### src/rtl/wb_pkg.sv
// Shared widths, constants and request type for the writeback arbiter.
package wb_pkg;

  localparam int DEF_DATA_W = 32;
  localparam int DEF_ADDR_W = 5;
  localparam int ZERO_REG   = 0;

  typedef struct packed {
    logic [DEF_ADDR_W-1:0] addr;
    logic [DEF_DATA_W-1:0] data;
  } wb_req;

endpackage

### src/rtl/wb_fifo.sv
// DEPTH-entry synchronous FIFO for load results; exposes per-entry valid/address
// so the arbiter can detect pending writes on decode read addresses.
import wb_pkg::*;

module wb_fifo #(
  parameter int DATA_W = DEF_DATA_W,
  parameter int ADDR_W = DEF_ADDR_W,
  parameter int DEPTH  = 4
) (
  input  logic                         clk,
  input  logic                         rst,
  input  logic                         push,
  input  logic                         pop,
  input  logic [ADDR_W-1:0]            push_addr,
  input  logic [DATA_W-1:0]            push_data,
  output logic [ADDR_W-1:0]            head_addr,
  output logic [DATA_W-1:0]            head_data,
  output logic [$clog2(DEPTH):0]       count,
  output logic                         full,
  output logic                         empty,
  output logic [DEPTH-1:0]             entry_valid,
  output logic [DEPTH-1:0][ADDR_W-1:0] entry_addr
);

  localparam int PTR_W = $clog2(DEPTH);
  localparam int CNT_W = PTR_W + 1;

  logic [PTR_W-1:0]             wr_ptr;
  logic [PTR_W-1:0]             rd_ptr;
  logic [DEPTH-1:0][DATA_W-1:0] mem_data;
  logic                         push_ok;
  logic                         pop_ok;

  assign full      = (count == CNT_W'(DEPTH));
  assign empty     = (count == '0);
  assign push_ok   = push && !full;
  assign pop_ok    = pop && !empty;
  assign head_addr = entry_addr[rd_ptr];
  assign head_data = mem_data[rd_ptr];

  // Pointers wrap naturally because DEPTH is a power of two.
  always_ff @(posedge clk or posedge rst) begin
    if (rst) begin
      wr_ptr      <= '0;
      rd_ptr      <= '0;
      count       <= '0;
      entry_valid <= '0;
    end else begin
      if (push_ok) begin
        wr_ptr              <= wr_ptr + PTR_W'(1);
        entry_valid[wr_ptr] <= 1'b1;
      end
      if (pop_ok) begin
        rd_ptr              <= rd_ptr + PTR_W'(1);
        entry_valid[rd_ptr] <= 1'b0;
      end
      case ({push_ok, pop_ok})
        2'b10:   count <= count + CNT_W'(1);
        2'b01:   count <= count - CNT_W'(1);
        default: count <= count;
      endcase
    end
  end

  always_ff @(posedge clk) begin
    if (push_ok) begin
      entry_addr[wr_ptr] <= push_addr;
      mem_data[wr_ptr]   <= push_data;
    end
  end

endmodule

### src/rtl/wb_arbiter.sv
// Writeback port arbiter: ALU has priority, loads are buffered, hazards reported.
// Optional macro WB_LD_BYPASS_EN lets a load skip the empty FIFO for 1-cycle latency.
import wb_pkg::*;

module wb_arbiter #(
  parameter int DATA_W     = DEF_DATA_W,
  parameter int ADDR_W     = DEF_ADDR_W,
  parameter int DEPTH      = 4,
  parameter int STARVE_MAX = 3
) (
  input  logic              clk,
  input  logic              rst,
  input  logic              alu_valid,
  output logic              alu_ready,
  input  logic [ADDR_W-1:0] alu_addr,
  input  logic [DATA_W-1:0] alu_data,
  input  logic              ld_valid,
  output logic              ld_ready,
  input  logic [ADDR_W-1:0] ld_addr,
  input  logic [DATA_W-1:0] ld_data,
  input  logic [ADDR_W-1:0] rd_addr1,
  input  logic [ADDR_W-1:0] rd_addr2,
  output logic              haz1,
  output logic              haz2,
  output logic              wr_en,
  output logic [ADDR_W-1:0] wr_addr,
  output logic [DATA_W-1:0] wr_data
);

  localparam int ST_W = (STARVE_MAX < 1) ? 1 : $clog2(STARVE_MAX + 1);

  logic [ADDR_W-1:0]            head_addr;
  logic [DATA_W-1:0]            head_data;
  logic [$clog2(DEPTH):0]       count;
  logic                         full;
  logic                         empty;
  logic [DEPTH-1:0]             entry_valid;
  logic [DEPTH-1:0][ADDR_W-1:0] entry_addr;
  logic [ST_W-1:0]              starve;
  logic                         alu_take;
  logic                         ld_push;
  logic                         ld_pop;
  logic                         ld_bypass;

  assign alu_ready = (starve < ST_W'(STARVE_MAX));
  assign ld_ready  = !full;
  assign alu_take  = alu_valid && alu_ready;
  assign ld_pop    = !alu_take && !empty;

`ifdef WB_LD_BYPASS_EN
  assign ld_bypass = ld_valid && empty && !alu_take;
`else
  assign ld_bypass = 1'b0;
`endif

  assign ld_push = ld_valid && ld_ready && !ld_bypass;

  wb_fifo #(
    .DATA_W (DATA_W),
    .ADDR_W (ADDR_W),
    .DEPTH  (DEPTH)
  ) u_fifo (
    .clk         (clk),
    .rst         (rst),
    .push        (ld_push),
    .pop         (ld_pop),
    .push_addr   (ld_addr),
    .push_data   (ld_data),
    .head_addr   (head_addr),
    .head_data   (head_data),
    .count       (count),
    .full        (full),
    .empty       (empty),
    .entry_valid (entry_valid),
    .entry_addr  (entry_addr)
  );

  // Counts ALU-favoured cycles while loads sit in a full FIFO; any dequeue resets it.
  always_ff @(posedge clk or posedge rst) begin
    if (rst) begin
      starve <= '0;
    end else if (ld_pop) begin
      starve <= '0;
    end else if (full && alu_valid && (starve < ST_W'(STARVE_MAX))) begin
      starve <= starve + ST_W'(1);
    end
  end

  // Writes to x0 are consumed but never enabled.
  always_ff @(posedge clk or posedge rst) begin
    if (rst) begin
      wr_en   <= 1'b0;
      wr_addr <= '0;
      wr_data <= '0;
    end else if (alu_take) begin
      wr_en   <= (alu_addr != ADDR_W'(ZERO_REG));
      wr_addr <= alu_addr;
      wr_data <= alu_data;
    end else if (ld_pop) begin
      wr_en   <= (head_addr != ADDR_W'(ZERO_REG));
      wr_addr <= head_addr;
      wr_data <= head_data;
    end else if (ld_bypass) begin
      wr_en   <= (ld_addr != ADDR_W'(ZERO_REG));
      wr_addr <= ld_addr;
      wr_data <= ld_data;
    end else begin
      wr_en <= 1'b0;
    end
  end

  always_comb begin
    haz1 = wr_en && (wr_addr == rd_addr1);
    haz2 = wr_en && (wr_addr == rd_addr2);
    for (int i = 0; i < DEPTH; i++) begin
      if (entry_valid[i] && (entry_addr[i] == rd_addr1)) haz1 = 1'b1;
      if (entry_valid[i] && (entry_addr[i] == rd_addr2)) haz2 = 1'b1;
    end
    if (rd_addr1 == ADDR_W'(ZERO_REG)) haz1 = 1'b0;
    if (rd_addr2 == ADDR_W'(ZERO_REG)) haz2 = 1'b0;
  end

endmodule

### config.mk
export PLATFORM = sky130hd
export DESIGN_NAME = wb_arbiter
export DESIGN_NICKNAME = d
export VERILOG_FILES = /design/src/rtl/wb_pkg.sv /design/src/rtl/wb_fifo.sv /design/src/rtl/wb_arbiter.sv
export SDC_FILE = /design/constraint.sdc
export NUM_CORES = 1
export LEC_CHECK = 0
export CAP_MARGIN = 30
export CORE_MARGIN = 3
export CORE_UTILIZATION = 55
export DETAILED_ROUTE_END_ITERATION = 16
export GPL_TIMING_DRIVEN = 0
export PLACE_DENSITY = 0.8
export SLEW_MARGIN = 30
export SYNTH_ARGS = -nofsm -noshare
export SYNTH_HDL_FRONTEND = slang
export SYNTH_SLANG_ARGS = --single-unit
### constraint.sdc
create_clock -name clk -period 6.7 [get_ports clk]
set_input_delay 1.34 -clock clk [delete_from_list [all_inputs] [get_ports clk]]
set_output_delay 1.34 -clock clk [all_outputs]
set_load 0.01 [all_outputs]
== After elaboration in Yosys (flattened, before gate mapping) ==
Index checks and enable logic that the tools add are counted.
Widths: inputs -> output; s select.

* $add $sub $neg: 5
* $lt $le $gt $ge: 5
* Equality and inequality tests: 13
* Muxes and demuxes: 35
* Bitwise operators: 3
* Reduce and logical (&&, ||, !) cells: 30

{| class="wikitable"
|+ Operators by type and width
! cell !! count
|-
| $bwmux 128 || 1
|-
| $mux 32 || 4
|-
| $bmux 32 s2 || 1
|-
| $demux 32 s2 || 1
|-
| $eq 5x5->1 || 10
|-
| $bwmux 20 || 1
|-
| $mux 5 || 4
|-
| $logic_and 1x1->1 || 19
|-
| $mux 1 || 14
|-
| $bmux 5 s2 || 1
|-
| $demux 5 s2 || 1
|-
| $logic_not 5->1 || 2
|-
| $reduce_bool 5->1 || 2
|-
| $mux 4 || 2
|-
| $add 2x1->2 const B || 3
|-
| $lt 2x3->1 const B || 2
|-
| $pmux 3 s2 || 1
|-
| $reduce_bool 2->1 || 3
|-
| $and 4x4->4 || 1
|-
| $demux 1 s2 || 2
|-
| $ge 2x1->1 const B || 2
|-
| $mux 2 || 2
|-
| $not 4->4 || 1
|-
| $or 4x4->4 || 1
|-
| 8 further kinds || 10
|}

* Flip-flop bits (word level): 199
* Input port bits: 88
* Output and inout port bits: 42
* Logic and storage cells: 107

== Depth between registers and ports, before layout ==
* Word-level depth: 8
* Depth in mapped cells: 9

== Modules after synthesis ==
A second synthesis with hierarchy kept.

* Cells, all modules: 518
* Area total of the unflattened synthesis: 8,550.7 um2

{| class="wikitable"
|+ Modules (own cells, without submodules)
! module !! times used !! cells an instance !! area an instance (um2) !! seq. area each (um2)
|-
| wb_fifo || 1 || 248 || 5,983.2 || 4,719.5
|-
| wb_arbiter || 1 || 270 || 2,567.5 || 1,001.0
|}

== Least setup slack after synthesis ==
No wires, ideal clock.

* Kind: input-to-output
* Start: input port rd_addr1[3]
* End: output port haz1
* Arrival time: 2.304 ns
* Required time: 5.360 ns
* Slack: 3.056 ns
* Stages: 6
* Path buffers: 1
* Cell sequence: clkbuf_1 -> xor2_1 -> nor4_1 -> nand3_1 -> nand3_1 -> o22a_1

* Word-level cells in the longest chain between the ends: 7
* Elaborated cells between the ends (all ways): 16
* Classes of those cells: eq/ne (5); mux (5); reduce/logical (6)

{| class="wikitable"
|+ RTL lines
! item !! line !! source
|-
| start: declaration || wb_arbiter.sv:21 || <nowiki>input logic [ADDR_W-1:0] rd_addr1,</nowiki>
|-
| $eq 5x5->1, on equally long branches || wb_arbiter.sv:113, wb_arbiter.sv:116 ||
|-
| $logic_and 1x1->1, on equally long branches || wb_arbiter.sv:113, wb_arbiter.sv:116 ||
|-
| $mux 1 (4 in a row) || wb_arbiter.sv:116 || <nowiki>if (entry_valid[i] && (entry_addr[i] == rd_addr1)) haz1 = 1'b1;</nowiki>
|-
| $mux 1 * || wb_arbiter.sv:119 || <nowiki>if (rd_addr1 == ADDR_W'(ZERO_REG)) haz1 = 1'b0;</nowiki>
|-
| end: declaration || wb_arbiter.sv:23 || <nowiki>output logic haz1,</nowiki>
|}

Every way passes the cells marked *; elsewhere a longest branch is shown, timed or not.

== Worst setup path in the final report ==
* Start: input port rd_addr2[3]
* End: output port haz2

* Word-level cells in the longest chain between the ends: 7
* Elaborated cells between the ends (all ways): 16
* Classes of those cells: eq/ne (5); mux (5); reduce/logical (6)

{| class="wikitable"
|+ RTL lines
! item !! line !! source
|-
| start: declaration || wb_arbiter.sv:22 || <nowiki>input logic [ADDR_W-1:0] rd_addr2,</nowiki>
|-
| $eq 5x5->1, on equally long branches || wb_arbiter.sv:114, wb_arbiter.sv:117 ||
|-
| $logic_and 1x1->1, on equally long branches || wb_arbiter.sv:114, wb_arbiter.sv:117 ||
|-
| $mux 1 (4 in a row) || wb_arbiter.sv:117 || <nowiki>if (entry_valid[i] && (entry_addr[i] == rd_addr2)) haz2 = 1'b1;</nowiki>
|-
| $mux 1 * || wb_arbiter.sv:120 || <nowiki>if (rd_addr2 == ADDR_W'(ZERO_REG)) haz2 = 1'b0;</nowiki>
|-
| end: declaration || wb_arbiter.sv:24 || <nowiki>output logic haz2,</nowiki>
|}

Marked as above.

==> run metrics <==
status finished clean; wire per inst 22.87 um; synthesis warning total 0; CP Buf/Inv Count 2; Core Area 14,750 um^2; ys flop type edfxtp_1; cell with the most instances after synthesis edfxtp_1; post-CTS setup buffers 0; Crit path largest cell delay roughly 0.53 ns; Async SR Flop Fraction 25.63%; Tot GR Track Use 24.39%; hold slack between 0.4 and 0.5 ns; sw frac just under 30%; Post-Syn Nets between 600 and 700; Chip Width 129.5 um; clock sinks around 200; worst min path class register to register; Post-Layout Cell Count 844; Initial Utilization 56.86%; worst reg2reg path startpoint starve[0]$_DFFE_PP0P_; period utilisation layout 65.62%; Int Pwr 2977 uW; area grow syn2layout 25.12%; part of the power in registers around 43%; Final Hold Vio Count 0; total power 4221 uW; chip height around 130 um; post-cts resize count 0; Commonest cells post-synth edfxtp_1 (148), dfrtp_1 (51), nand2_1 (44), xor2_1 (41), o21ai_0 (40); CTS HTree Levels 4; global-route wire length before repair 29,750 um; Gate power share 31.2%; post-route ant nets 0; initial antenna violation count 0; crit end category output port; port bufs around 120; mapped cell area 8389 um^2; worst setup path startpoint rd_addr2[3]; Clk Latency, worst-skew pair 0.44 ns; clock tree buffer depth 2; IO Pins between 100 and 150; leakage power total 0.003733 uW; gr ovfl total 0; CTS tree yes; final clock skew about 0.019 ns; Min Clock Period, post-route 4.396 ns; clock network power share around a quarter; synth unique cells 31; worst-path maximum fanout 6; die area 16,770 um^2; drt drc 0; largest net degree at the start of global routing between 40 and 50; Starting DRT DRC Count approximately 370; dpl hpwl around 13,000 um; Post-Route Setup TNS 0 ns; crit path DAT roughly 3 ns; GPL Wtd Cong between 0.9 and 1; CP Launch Type primary input; required time worst endpoint approximately 5.4 ns; max_cap viols 0; cell family with most CP delay buffers and inverters; final max-slew violation count 0; RSZ-0062 raised after global routing false; Peak Freq 0.2275 GHz; share of cells above drive strength 1 12.73%; Post-synth EDFFs between 100 and 150; Yosys top cell area share roughly 53%; root buf cell clkbuf_16; Max-Slew Margin vs Limit between 40% and 50%; Reg clk slew, reported paths around 0.06 ns; row count between 40 and 50; Hold Buf Count CTS 0; Worst Max-Slew Pin Slew 0.8480 ns; dominant cells by area after synthesis edfxtp_1 (53%), dfrtp_1 (15%), mux4_2 (9.7%); Max IR drop VDD around 0.22 mV; kind of critical path primary input to output port; CP max-delay cell clkdlybuf4s50_1; Post-Synthesis Cells between 500 and 600; post-synthesis sequential area ratio about 68%; CP most frequent cell nand3_1; vias per cell roughly 5.9; first-pass iteration count of the detailed router 5; Hold Crit Start u_fifo.count[2]$_DFFE_PP0P_; NumNets Final between 700 and 800; TritonCTS Buffers 17; power per cell area 402.2 nW/um^2; dpl cells about 810; ant diodes 0; worst-path cell chain clkbuf_1 > xor2_1 > nor4_1 > nand3_1 > nand3_1 > o22a_1 > clkdlybuf4s50_1; net load switching power 1244 uW; vias in the first global route approximately 5,300; final setup fails 0; via count about 5,000; Synth area leader edfxtp_1; post-synthesis register bit count around 200; Routed Wire Length roughly 19,000 um; post-synthesis area per instance approximately 17 um^2
-- cell type report --
type / count / area, um^2
multi-input combinational: 272 / 2534
sequential: 199 / 5720
clock inverter: 13 / 202.7
tap: 184 / 230.2
buffer: 30 / 128.9
timing repair buffer: 120 / 1219
clock buffer: 19 / 432.9
fill: 958 / 4258
inverter: 7 / 28.78
-- power groups by stage --
stage	registers, uW	clock network [uW]	logic (uW)
final	1810	1090	1320
after detailed placement	1830	0	1330
after floorplan	1820	0	803
after CTS	1810	1110	1340
after global placement	1820	0	1290
after global routing	1840	1150	1430
-- cells in the final DEF, fill, tap and decap left out, types with 3 or more instances in the layout --
cell               n
xnor2_1           14
xor2_1            41
edfxtp_1         148
ha_1              10
nand3_1           12
bufinv_16          5
mux2i_1           37
or4_1              3
nor2_1             4
dfrtp_1           51
mux4_2            36
clkbuf_1          23
a2bb2oi_1          4
buf_2              7
and3_4             4
inv_1              6
clkinv_2           5
o21ai_0           40
nand2_1           44
nor4_1            10
clkdlybuf4s50_1  119
clkbuf_16         17
-- worst reg2reg max path: stages, from the launching register on --
cell,delay (ns)
dfrtp_1,0.39
ha_1,0.22
nor2b_1,0.34
clkbuf_1,0.44
nor2_1,0.32
ha_1,0.33
fa_1,0.39
xnor2_1,0.14
nor2_1,0.11
xor2_1,0.16
-- stage by stage --
stage          utilization [%]  setup WS (ns)  instance area (um^2)
2_1_floorplan                -          3.056                  8389
3_3_place_gp             66.49          2.300                  9811
3_5_place_dp             66.83          2.331                  9861
4_1_cts                  71.14          2.316                 10500
5_1_grt                  71.14          2.122                 10500
6_report                 71.14          2.304                 10500
-- kinds of logic after synthesis --
group | Yosys count | share of synthesized area [%]
compound gates | 49 | 3.311
xor+xnor | 55 | 5.742
fa+ha+maj | 11 | 1.730
buf+inv | 37 | 1.849
flops | 199 | 68.19
mux | 76 | 14.66
simple gates | 81 | 4.519
-- layer usage --
metal | global-route usage [%] | wire length, um | vias up
li1 | - | - | 2201
met4 | 10.39 | 525 | 0
met5 | 0 | 0 | -
met2 | 39.30 | 9687 | 191
met3 | 6.348 | 1249 | 33
met1 | 31.92 | 7840 | 2550
-- path summary, 6_finish.rpt --
kind	endpoint	slack, ns	cells after the start
max in group asynchronous	u_fifo.entry_valid[0]$_DFF_PP0_	5.07	3
worst max register to register	u_fifo.count[2]$_DFFE_PP0P_	3.80	9
min in group asynchronous	u_fifo.wr_ptr[1]$_DFFE_PP0P_	1.16	2
worst max-delay path	haz2	2.30	7
worst min register to register	u_fifo.count[2]$_DFFE_PP0P_	0.50	1
worst min-delay path	u_fifo.count[2]$_DFFE_PP0P_	0.50	1
-- flip-flops by register name, summed over array words and instances (netlist names) --
register and cells:
u_fifo.entry_addr 20, u_fifo.mem_data 128, wr_en 1, u_fifo.entry_valid 4
u_fifo.count 3, wr_addr 5, starve 2, wr_data 32
u_fifo.rd_ptr 2, u_fifo.wr_ptr 2
Note: power is estimated with default switching activity, not from simulation.
